### src/rtl/shift_left_seq_pkg.sv
// Shared definitions for the sequential left shifter: default widths,
// FSM state encoding and a sizing helper for the stage counter.
package shift_left_seq_pkg;

  localparam int SLS_DATA_W  = 32;
  localparam int SLS_SHAMT_W = 5;

  typedef enum logic [1:0] {
    ST_IDLE  = 2'd0,
    ST_SHIFT = 2'd1,
    ST_DONE  = 2'd2
  } sls_state_e;

  // Stage counter only needs to count 0..shamt_w-1, but never narrower than 1 bit.
  function automatic int stage_cnt_w(input int shamt_w);
    return (shamt_w > 1) ? $clog2(shamt_w) : 1;
  endfunction

endpackage

### src/rtl/shift_left_seq_if.sv
// Request/result bundle of the sequential left shifter.
interface shift_left_seq_if
  import shift_left_seq_pkg::*;
#(
  parameter int DATA_W  = SLS_DATA_W,
  parameter int SHAMT_W = SLS_SHAMT_W
);

  logic               ctrl_start;
  logic [DATA_W-1:0]  data_operandA;
  logic [SHAMT_W-1:0] ctrl_shiftamt;
  logic [DATA_W-1:0]  data_result;
  logic               data_lost;
  logic               data_resultRDY;
  logic               busy;

  modport master (
    output ctrl_start, data_operandA, ctrl_shiftamt,
    input  data_result, data_lost, data_resultRDY, busy
  );

  modport slave (
    input  ctrl_start, data_operandA, ctrl_shiftamt,
    output data_result, data_lost, data_resultRDY, busy
  );

endinterface

### src/rtl/shift_stage_left.sv
// One step of the log-shifter: shifts by 2**stage when shamt[stage] is set
// and reports the bits that fall off the top in that step.
module shift_stage_left
  import shift_left_seq_pkg::*;
#(
  parameter int DATA_W  = SLS_DATA_W,
  parameter int SHAMT_W = SLS_SHAMT_W,
  parameter int STAGE_W = stage_cnt_w(SHAMT_W)
) (
  input  logic [DATA_W-1:0]  data_in,
  input  logic [SHAMT_W-1:0] shamt,
  input  logic [STAGE_W-1:0] stage,
  output logic [DATA_W-1:0]  data_out,
  output logic [DATA_W-1:0]  lost_mask
);

  logic [DATA_W-1:0] shifted [SHAMT_W];
  logic [DATA_W-1:0] dropped [SHAMT_W];

  // Every fixed-distance candidate is built in parallel; the stage index picks one.
  generate
    for (genvar gi = 0; gi < SHAMT_W; gi++) begin : g_stage
      localparam int                SH   = 1 << gi;
      localparam logic [DATA_W-1:0] KEEP = {DATA_W{1'b1}} >> SH;
      assign shifted[gi] = data_in << SH;
      assign dropped[gi] = data_in & ~KEEP;
    end
  endgenerate

  always_comb begin
    data_out  = data_in;
    lost_mask = '0;
    for (int k = 0; k < SHAMT_W; k++) begin
      if ((stage == STAGE_W'(k)) && shamt[k]) begin
        data_out  = shifted[k];
        lost_mask = dropped[k];
      end
    end
  end

endmodule

### src/rtl/shift_left_seq.sv
// Sequential logical left shifter: one shift-amount bit per cycle, LSB first,
// fixed latency regardless of the amount, with a sticky lost-bit flag.
module shift_left_seq
  import shift_left_seq_pkg::*;
#(
  parameter int DATA_W  = SLS_DATA_W,
  parameter int SHAMT_W = SLS_SHAMT_W
) (
  input  logic             clock,
  input  logic             reset_n,
  shift_left_seq_if.slave  bus
);

  localparam int                 STAGE_W    = stage_cnt_w(SHAMT_W);
  localparam logic [STAGE_W-1:0] LAST_STAGE = STAGE_W'(SHAMT_W - 1);

  generate
    if (DATA_W != (1 << SHAMT_W)) begin : g_cfg_check
      $error("shift_left_seq: DATA_W must equal 2**SHAMT_W");
    end
  endgenerate

  sls_state_e         state_q,  state_d;
  logic [STAGE_W-1:0] stage_q,  stage_d;
  logic [SHAMT_W-1:0] shamt_q,  shamt_d;
  logic [DATA_W-1:0]  result_q, result_d;
  logic               lost_q,   lost_d;

  logic [DATA_W-1:0]  stage_out;
  logic [DATA_W-1:0]  stage_lost;

  shift_stage_left #(
    .DATA_W  (DATA_W),
    .SHAMT_W (SHAMT_W),
    .STAGE_W (STAGE_W)
  ) u_stage (
    .data_in   (result_q),
    .shamt     (shamt_q),
    .stage     (stage_q),
    .data_out  (stage_out),
    .lost_mask (stage_lost)
  );

  always_ff @(posedge clock or negedge reset_n) begin
    if (!reset_n) begin
      state_q  <= ST_IDLE;
      stage_q  <= '0;
      shamt_q  <= '0;
      result_q <= '0;
      lost_q   <= 1'b0;
    end else begin
      state_q  <= state_d;
      stage_q  <= stage_d;
      shamt_q  <= shamt_d;
      result_q <= result_d;
      lost_q   <= lost_d;
    end
  end

  // The result register doubles as the working register, so it holds the
  // last answer in IDLE and is only overwritten when a new start is taken.
  always_comb begin
    state_d  = state_q;
    stage_d  = stage_q;
    shamt_d  = shamt_q;
    result_d = result_q;
    lost_d   = lost_q;

    case (state_q)
      ST_IDLE: begin
        if (bus.ctrl_start) begin
          result_d = bus.data_operandA;
          shamt_d  = bus.ctrl_shiftamt;
          lost_d   = 1'b0;
          stage_d  = '0;
          state_d  = ST_SHIFT;
        end
      end

      ST_SHIFT: begin
        result_d = stage_out;
        lost_d   = lost_q | (|stage_lost);
        if (stage_q == LAST_STAGE) begin
          state_d = ST_DONE;
        end else begin
          stage_d = stage_q + STAGE_W'(1);
        end
      end

      ST_DONE: begin
        state_d = ST_IDLE;
        // A start here chains straight into the next operation.
        if (bus.ctrl_start) begin
          result_d = bus.data_operandA;
          shamt_d  = bus.ctrl_shiftamt;
          lost_d   = 1'b0;
          stage_d  = '0;
          state_d  = ST_SHIFT;
        end
      end

      default: begin
        state_d = ST_IDLE;
      end
    endcase
  end

  assign bus.data_result    = result_q;
  assign bus.data_lost      = lost_q;
  assign bus.data_resultRDY = (state_q == ST_DONE);
  assign bus.busy           = (state_q != ST_IDLE);

endmodule

### src/flat_wrapper.sv
// flat-port wrapper written by rule: the top's interface ports become plain ports
module shift_left_seq_flat import shift_left_seq_pkg::*;
#(
  parameter int DATA_W  = SLS_DATA_W,
  parameter int SHAMT_W = SLS_SHAMT_W
)
  (clock, reset_n, bus_ctrl_start, bus_data_operandA, bus_ctrl_shiftamt, bus_data_result, bus_data_lost, bus_data_resultRDY, bus_busy);
  shift_left_seq_if #(.DATA_W(DATA_W), .SHAMT_W(SHAMT_W)) bus_i ();
  input  logic clock;
  input  logic reset_n;
  input wire logic [$bits(bus_i.ctrl_start)-1:0] bus_ctrl_start;
  input wire logic [$bits(bus_i.data_operandA)-1:0] bus_data_operandA;
  input wire logic [$bits(bus_i.ctrl_shiftamt)-1:0] bus_ctrl_shiftamt;
  output wire logic [$bits(bus_i.data_result)-1:0] bus_data_result;
  output wire logic [$bits(bus_i.data_lost)-1:0] bus_data_lost;
  output wire logic [$bits(bus_i.data_resultRDY)-1:0] bus_data_resultRDY;
  output wire logic [$bits(bus_i.busy)-1:0] bus_busy;
  assign bus_i.ctrl_start = bus_ctrl_start;
  assign bus_i.data_operandA = bus_data_operandA;
  assign bus_i.ctrl_shiftamt = bus_ctrl_shiftamt;
  assign bus_data_result = bus_i.data_result;
  assign bus_data_lost = bus_i.data_lost;
  assign bus_data_resultRDY = bus_i.data_resultRDY;
  assign bus_busy = bus_i.busy;
  shift_left_seq #(.DATA_W(DATA_W), .SHAMT_W(SHAMT_W)) u_core (.clock(clock), .reset_n(reset_n), .bus(bus_i));
endmodule
### config.mk
export PLATFORM = sky130hd
export DESIGN_NAME = shift_left_seq_flat
export DESIGN_NICKNAME = d
export VERILOG_FILES = /design/src/rtl/shift_left_seq_pkg.sv /design/src/rtl/shift_left_seq_if.sv /design/src/rtl/shift_stage_left.sv /design/src/rtl/shift_left_seq.sv /design/src/flat_wrapper.sv
export SDC_FILE = /design/constraint.sdc
export NUM_CORES = 1
export LEC_CHECK = 0
export ABC_CLOCK_PERIOD_IN_PS = 2850
export CAP_MARGIN = 20
export CORE_ASPECT_RATIO = 0.5
export CORE_MARGIN = 2
export CORE_UTILIZATION = 52
export DETAILED_ROUTE_END_ITERATION = 6
export HOLD_SLACK_MARGIN = 0.02
export PLACE_DENSITY_LB_ADDON = 0.15
export SETUP_SLACK_MARGIN = 0.5
export SLEW_MARGIN = 0
export SYNTH_ARGS = -nofsm -noshare
export SYNTH_HDL_FRONTEND = slang
export SYNTH_SLANG_ARGS = --single-unit
### constraint.sdc
create_clock -name clock -period 2.85 [get_ports clock]
set_clock_uncertainty 0.2 [all_clocks]
set_input_delay 0.4275 -clock clock [delete_from_list [all_inputs] [get_ports clock]]
set_output_delay 0.4275 -clock clock [all_outputs]
set_load 0.05 [all_outputs]
==> results.tsv, run 1 <==
metric	value	unit
status	finished, final reports clean	
I/O Buffers	74	
CP startpoint kind	register	
Yosys top cell by area	dfrtp_1	
H-tree depth	2	
Critical Path Fanout Max	7	
Critical Path Max Stage Delay	0.87	ns
Comb power frac	68.3	%
CTS Buffer Depth	2	
slack of the worst reg-to-reg path	0.53	ns
final setup violation count	0	
Primary FF master, synth	dfrtp_1	
synthesized area per cell	10.08	um2
Crit. End Element	output port	
delay-heaviest family, CP	buffers and inverters	
post-synth cell types	46	
PD cells	1540	nW/um2
Iter 0 DRT Violations	488	
Antenna Nets Post-Route	0	
final worst slack	0.5072	ns
Post-route DRC	0	
post-synth top area share	30.31	%
Seq/Total Area, Yosys	30.31	%
worst hold path type	input port to asynchronous set/reset pin	
number of diodes	0	
detailed-route via count	3593	
CTS tree	yes	
gr ovfl total	0	
worst setup path startpoint	u_core.bus.data_result[10]	
initial antenna violation count	0	
total power	0.007116	W
worst slack, placed	0.3900	ns
gpl congestion	0.9943	
max_cap viols	0	
row cnt	21	
CORE AREA	6648	um2
crit path capture	bus_data_result[10]	
Starting Density	53.40	%
WP depth	1	
fmax	426.8	MHz
cells after synthesis	352	
P_leak	1.999	nW
P_int	0.003623	W
RSZ-0062 raised after global routing	yes	
sw power	0.003493	W
max-slew violations	0	
fin crit share	82.20	%
Data arrival, critical path	1.72	ns
root cell of the clock tree	clkbuf_16	
nets	461	
Clock transition at path regs	0.06	ns
# IOs	75	
Synth async-reset ratio	100.0	%
Worst-Margin Slew	0.5304	ns
vias per std cell	7.059	
setup_tns	0	ns
final hold viol count	0	
Worst Reg2Reg Path Length in Cells	7	
Finished Core Util	69.53	%
Yosys warnings	0	
die width	120.8	um
Worst slew margin	64.31	%
synthesis-to-finish area growth	30.21	%
first-pass GRT wire length	18650	um
Reg2Reg Capture Point	u_core.bus.data_result[17]	
syn nets	397	
crit path time final	2.343	ns
top cells by count, synth	dfrtp_1, mux2_4, and4b_1, a211oi_1, o221ai_1	
DRT Pass-1 Iters	5	
Reg2Reg Launch Point	u_core.stage_q[0]	
clock tree sinks	43	
Clock Power Share	9.6	%
VDD IR max	1.230	mV
Chip Height	62.42	um
number of synthesized register bits	43	
crit path kind	register to output port	
Clock Latency Late Sink	0.29	ns
number of global-route vias before repair	3422	
share of cells above drive strength 1	19.66	%
Reg power frac	22.1	%
die footprint	7543	um2
CP max-delay cell	clkdlybuf4s50_1	
total CTS buffers	5	
Switching Share	49.09	%
GRT Total Usage	31.42	%
Syn Std Cell Area	3550	um2
Avg WL per Cell	23.13	um
fill cell count	526	
number of synthesized flops with an enable pin	0	
critical-path cell list	clkdlybuf4s50_1	
most frequent cell after synthesis	dfrtp_1	
Worst EP required	2.22	ns
largest net degree at the start of global routing	44	
top cells by area, synth	dfrtp_1, mux2_4, and4b_1	
DRT Wirelength	11770	um
crit path buf inv count	1	
HPWL Detailed	7992	um
==> how the worst min path moves through the flow <==
| stage | endpoint | slack (ns) |
|---|---|---|
| 5_1_grt | u_core.bus.data_result[6] | 0.28 |
| 3_5_place_dp | u_core.shamt_q[2] | 0.32 |
| 2_1_floorplan | u_core.bus.data_lost | -0.07 |
| 6_report | u_core.bus.data_result[6] | 0.28 |
| 4_1_cts | u_core.bus.data_result[3] | 0.15 |
| 3_3_place_gp | u_core.shamt_q[2] | 0.32 |
==> repair_timing <==
item | CTS | global route
endpoints found under the setup margin | 33 | 30
gates resized for setup | 5 | 5
hold endpoints to repair | 0 | 43
hold buffers | 0 | 1
pin swaps | 1 | 2
buffers inserted | 1 | 3
==> layout make-up <==
class | count | area (um2) | share of cell area [%]
Multi-Input combinational cell | 252 | 2210 | 47.81
Sequential cell | 43 | 1076 | 23.28
Timing Repair Buffer | 95 | 975.9 | 21.12
Clock buffer | 6 | 138.9 | 3.005
Tap cell | 92 | 115.1 | 2.491
Inverter | 19 | 71.32 | 1.543
Clock inverter | 2 | 35.03 | 0.7580
==> per-layer routing <==
metal | track usage, % | vias to the layer above | part of all wire, %
met2 | 46.77 | 258 | 44
met5 | 0 | - | 0
met4 | 7.994 | 0 | 2.5
met1 | 45.53 | 1750 | 43
met3 | 8.120 | 47 | 11
li1 | - | 1538 | -
==> stage by stage <==
| stage | std cells | cell area [um2] | hold WS, ns |
|---|---|---|---|
| after global routing | 509 | 4622 | 0.2771 |
| after detailed placement | 495 | 4334 | 0.3237 |
| after floorplan | 352 | 3550 | -0.06809 |
| final | 509 | 4622 | 0.2762 |
| after CTS | 504 | 4543 | 0.1453 |
| after global placement | 495 | 4334 | 0.3157 |
==> power by group through the flow <==
| stage | sequential, W | clock [W] | combinational (W) |
|---|---|---|---|
| floorplan | 0.00205 | 0 | 0.00280 |
| global route | 0.00160 | 0.000711 | 0.00509 |
| detailed placement | 0.00152 | 0 | 0.00463 |
| global placement | 0.00150 | 0 | 0.00451 |
| CTS | 0.00152 | 0.000687 | 0.00472 |
| finish | 0.00157 | 0.000686 | 0.00486 |
==> layout by cell type (no fill, tap or decap), types with 2 or more instances in the layout <==
cell type         n
and3_1            2
or2_2             2
clkbuf_16         5
and4b_1          28
nand3b_1          2
o221ai_1         24
nor2_1           13
nor2b_1           4
a211oi_1         27
clkdlybuf4s50_1  67
inv_1            18
nor4_1            4
buf_4            15
a21oi_1           3
ha_1              4
a2bb2oi_1        16
o21ai_0           2
o211ai_1          9
nand4_1          10
mux2_4           30
nand2_1          21
mux2_2            7
dfrtp_1          43
buf_12            6
mux2i_1           2
dlymetal6s2s_1    3
o32a_1            8
o32ai_2           2
nand2_2           2
o31ai_1           9
o32ai_1           5
==> kinds of logic (layout without fill, tap and decap cells) <==
family / Yosys count / after routing / share of synthesized area [%]
multiplexers: 39 / 39 / 15.47
AO/OA/AOI/OAI: 112 / 112 / 26.61
XOR/XNOR: 1 / 1 / 0.2468
adder cells (fa/ha/maj): 5 / 5 / 1.762
AND/OR/NAND/NOR: 95 / 95 / 17.62
flip-flops: 43 / 43 / 30.31
buffers and inverters: 57 / 122 / 7.966
==> flip-flops by register name, indices dropped and copies added, names as in the netlist <==
signal                  flops
u_core.shamt_q              5
u_core.stage_q              3
u_core.bus.data_lost        1
u_core.state_q              2
u_core.bus.data_result     32
Note: power is estimated with default switching activity, not from simulation.
==> run 2, diff against run 1 <==
--- a/config.mk
+++ b/config.mk
@@ -5,11 +5,11 @@
 export SDC_FILE = /design/constraint.sdc
 export NUM_CORES = 1
 export LEC_CHECK = 0
-export ABC_CLOCK_PERIOD_IN_PS = 2850
+export ABC_CLOCK_PERIOD_IN_PS = 1900
 export CAP_MARGIN = 20
 export CORE_ASPECT_RATIO = 0.5
 export CORE_MARGIN = 2
-export CORE_UTILIZATION = 52
+export CORE_UTILIZATION = 47
 export DETAILED_ROUTE_END_ITERATION = 6
 export HOLD_SLACK_MARGIN = 0.02
 export PLACE_DENSITY_LB_ADDON = 0.15
==> constraint.sdc (replaced) <==
create_clock -name clock -period 1.9 [get_ports clock]
set_clock_uncertainty 0.2 [all_clocks]
set_input_delay 0.285 -clock clock [delete_from_list [all_inputs] [get_ports clock]]
set_output_delay 0.285 -clock clock [all_outputs]
set_load 0.05 [all_outputs]
==> run 2 against run 1 <==
  * The run now ends with negative setup slack left
  * Sequential share of layout area shrank 5.2 points
  * Via count increased by 16%
  * Die area increased by 10%
  * Routed wire length rose by 29%
  * Critical path depth increased by 6
  * Register-to-register slack worse by 0.84 ns
  * Flip-flop and latch count unchanged
  * First-iteration DRC count up 18%
  * Clock power increased by 39%
  * Largest power group unchanged
==> results.tsv, run 2 (same netlist as run 1, synthesis figures left out) <==
metric	value	unit	change
Avg WL per Cell	25.61	um	+11%
Starting Density	48.48	%	-4.9 points
clock tree sinks	43		unchanged
Chip Height	65.45	um	+4.9%
VDD IR max	1.266	mV	+2.9%
Largest register FFs	32		unchanged
detailed-route via count	4152		+16%
DRT Wirelength	15190	um	+29%
nets	541		+17%
crit path time final	2.212	ns	
CP startpoint kind	register		
Antenna Nets Post-Route	0		unchanged
fmax	452.1	MHz	
total CTS buffers	5		unchanged
CORE AREA	7322	um2	+10%
crit path buf inv count	1		unchanged
slack of the worst reg-to-reg path	-0.31	ns	-0.84 ns
number of global-route vias before repair	3797		+11%
first-pass GRT wire length	21580	um	+16%
# IOs	75		unchanged
Crit. End Element	register		
die width	126.9	um	+5.0%
delay-heaviest family, CP	flip-flops		
final worst slack	-0.3120	ns	-0.8192 ns
Worst EP required	1.88	ns	-0.34 ns
vias per std cell	7.002		-0.81%
most frequent cells in the layout	buf_4, clkdlybuf4s50_1, mux2_4, buf_6, and4b_1		
Post-route DRC	0		unchanged
Iter 0 DRT Violations	578		+18%
gr ovfl total	0		unchanged
final setup violation count	38		+38
CTS tree	yes		
Data arrival, critical path	2.19	ns	+0.47 ns
max-slew violations	0		unchanged
P_leak	2.638	nW	+32%
Finished Core Util	83.05	%	+14 points
Critical Path Max Stage Delay	0.42	ns	-0.45 ns
number of diodes	0		unchanged
largest net degree at the start of global routing	44		unchanged
Worst-Margin Slew	0.4437	ns	-0.08669 ns
H-tree depth	2		unchanged
PD cells	2335	nW/um2	+52%
violated checks	negative setup slack		
Final Hold Slack	0.2934	ns	+0.01720 ns
most common cell after layout, fill and taps aside	buf_4		
HPWL Detailed	8665	um	+8.4%
Worst slew margin	70.19	%	+5.9 points
crit path kind	register to register		
total power	0.01420	W	+100%
row cnt	22		+4.8%
GRT Total Usage	33.66	%	+2.2 points
max_cap viols	0		unchanged
critical-path cell list	ha_2, ha_4, nand2_4, nand4_1, o22a_4, buf_16, mux2_4		
final hold viol count	0		unchanged
RSZ-0062 raised after global routing	yes		
share of cells above drive strength 1	53.92	%	+34 points
initial antenna violation count	0		unchanged
worst hold path type	input port to asynchronous set/reset pin		
synthesis-to-finish area growth	71.31	%	
fin crit share	116.4	%	
CTS Buffer Depth	2		unchanged
die footprint	8306	um2	+10%
status	complete, but fails checks		
I/O Buffers	74		unchanged
DRT Pass-1 Iters	6		+1
setup_tns	-9.553	ns	-9.553 ns
Critical Path Fanout Max	12		+5
Clock transition at path regs	0.07	ns	about the same
gpl congestion	0.9436		-5.1%
root cell of the clock tree	clkbuf_16		
CP max-delay cell	dfrtp_1		
Clock Latency Late Sink	0.30	ns	about the same
run 2: cell count changes in the layout (fill, tap and decap cells not counted), sizes merged:
cell / delta
buf: +110
bufinv: -1
clkbuf: +4
clkdlybuf4s50: -30
clkinv: -1
dlymetal6s2s: -3
inv: +1
run 2: area by class of cell:
type                            instances  area, um2
Timing Repair inverter                  1      6.256
Timing Repair Buffer                  174       2011
Fill cell                             378       1241
Clock buffer                            8      156.4
Sequential cell                        43       1099
Inverter                               19      81.33
Tap cell                               96      120.1
Multi-Input combinational cell        252       2608
run 2: per-stage QoR:
step | std cells | setup WS (ns) | area [um2]
2_1_floorplan | 352 | -0.1513 | 3622
3_3_place_gp | 545 | -0.2551 | 4838
3_5_place_dp | 545 | -0.3633 | 4838
4_1_cts | 579 | -0.2201 | 5660
5_1_grt | 593 | -0.3592 | 6081
6_report | 593 | -0.3120 | 6081
run 2: final timing paths:
check | startpoint | end | cells past startpoint
max | u_core.stage_q[0] | u_core.bus.data_result[9] | 7
min in group clock | bus_ctrl_start | u_core.stage_q[0] | 3
min reg2reg | u_core.shamt_q[2] | u_core.shamt_q[2] | 1
max in group asynchronous | reset_n | u_core.state_q[0] | 3
min | reset_n | u_core.bus.data_result[20] | 3
max reg2reg | u_core.stage_q[0] | u_core.bus.data_result[9] | 7
run 2: layer usage:
metal | wire, um | GRT usage (%) | vias to the layer above
met1 | 5917 | 46.62 | 2034
li1 | - | - | 1700
met5 | 0 | 0 | -
met3 | 1921 | 8.388 | 73
met2 | 6765 | 53.29 | 345
met4 | 584 | 8.242 | 0
run 2: where the power goes:
group / switching, W / internal (W)
sequential: 0.000855 / 0.00143
combinational: 0.00528 / 0.00568
clock: 0.000393 / 0.000562
run 2: repair_timing:
| action | 4_1_cts | 5_1_grt |
|---|---|---|
| resized for setup | 121 | 57 |
| cloned | 3 | 2 |
| setup endpoints to repair | 76 | 76 |
| pin swaps | 6 | 15 |
| setup buffers | 22 | 12 |
| hold buffers | 1 | 0 |
| endpoints found under the hold margin | 43 | 0 |
run 2: worst min-delay path, stage by stage:
cell and delay (ns):
dlygate4sd3_1 0.52, buf_2 0.12, buf_12 0.24
==> run 3, diff against run 2 <==
--- a/config.mk
+++ b/config.mk
@@ -14,7 +14,7 @@
 export HOLD_SLACK_MARGIN = 0.02
 export PLACE_DENSITY_LB_ADDON = 0.15
 export SETUP_SLACK_MARGIN = 0.5
-export SLEW_MARGIN = 0
+export SLEW_MARGIN = 20
 export SYNTH_ARGS = -nofsm -noshare
 export SYNTH_HDL_FRONTEND = slang
 export SYNTH_SLANG_ARGS = --single-unit
==> results of run 3 <==
Same layout as run 2: the final DEF is identical, and so are final timing and power.
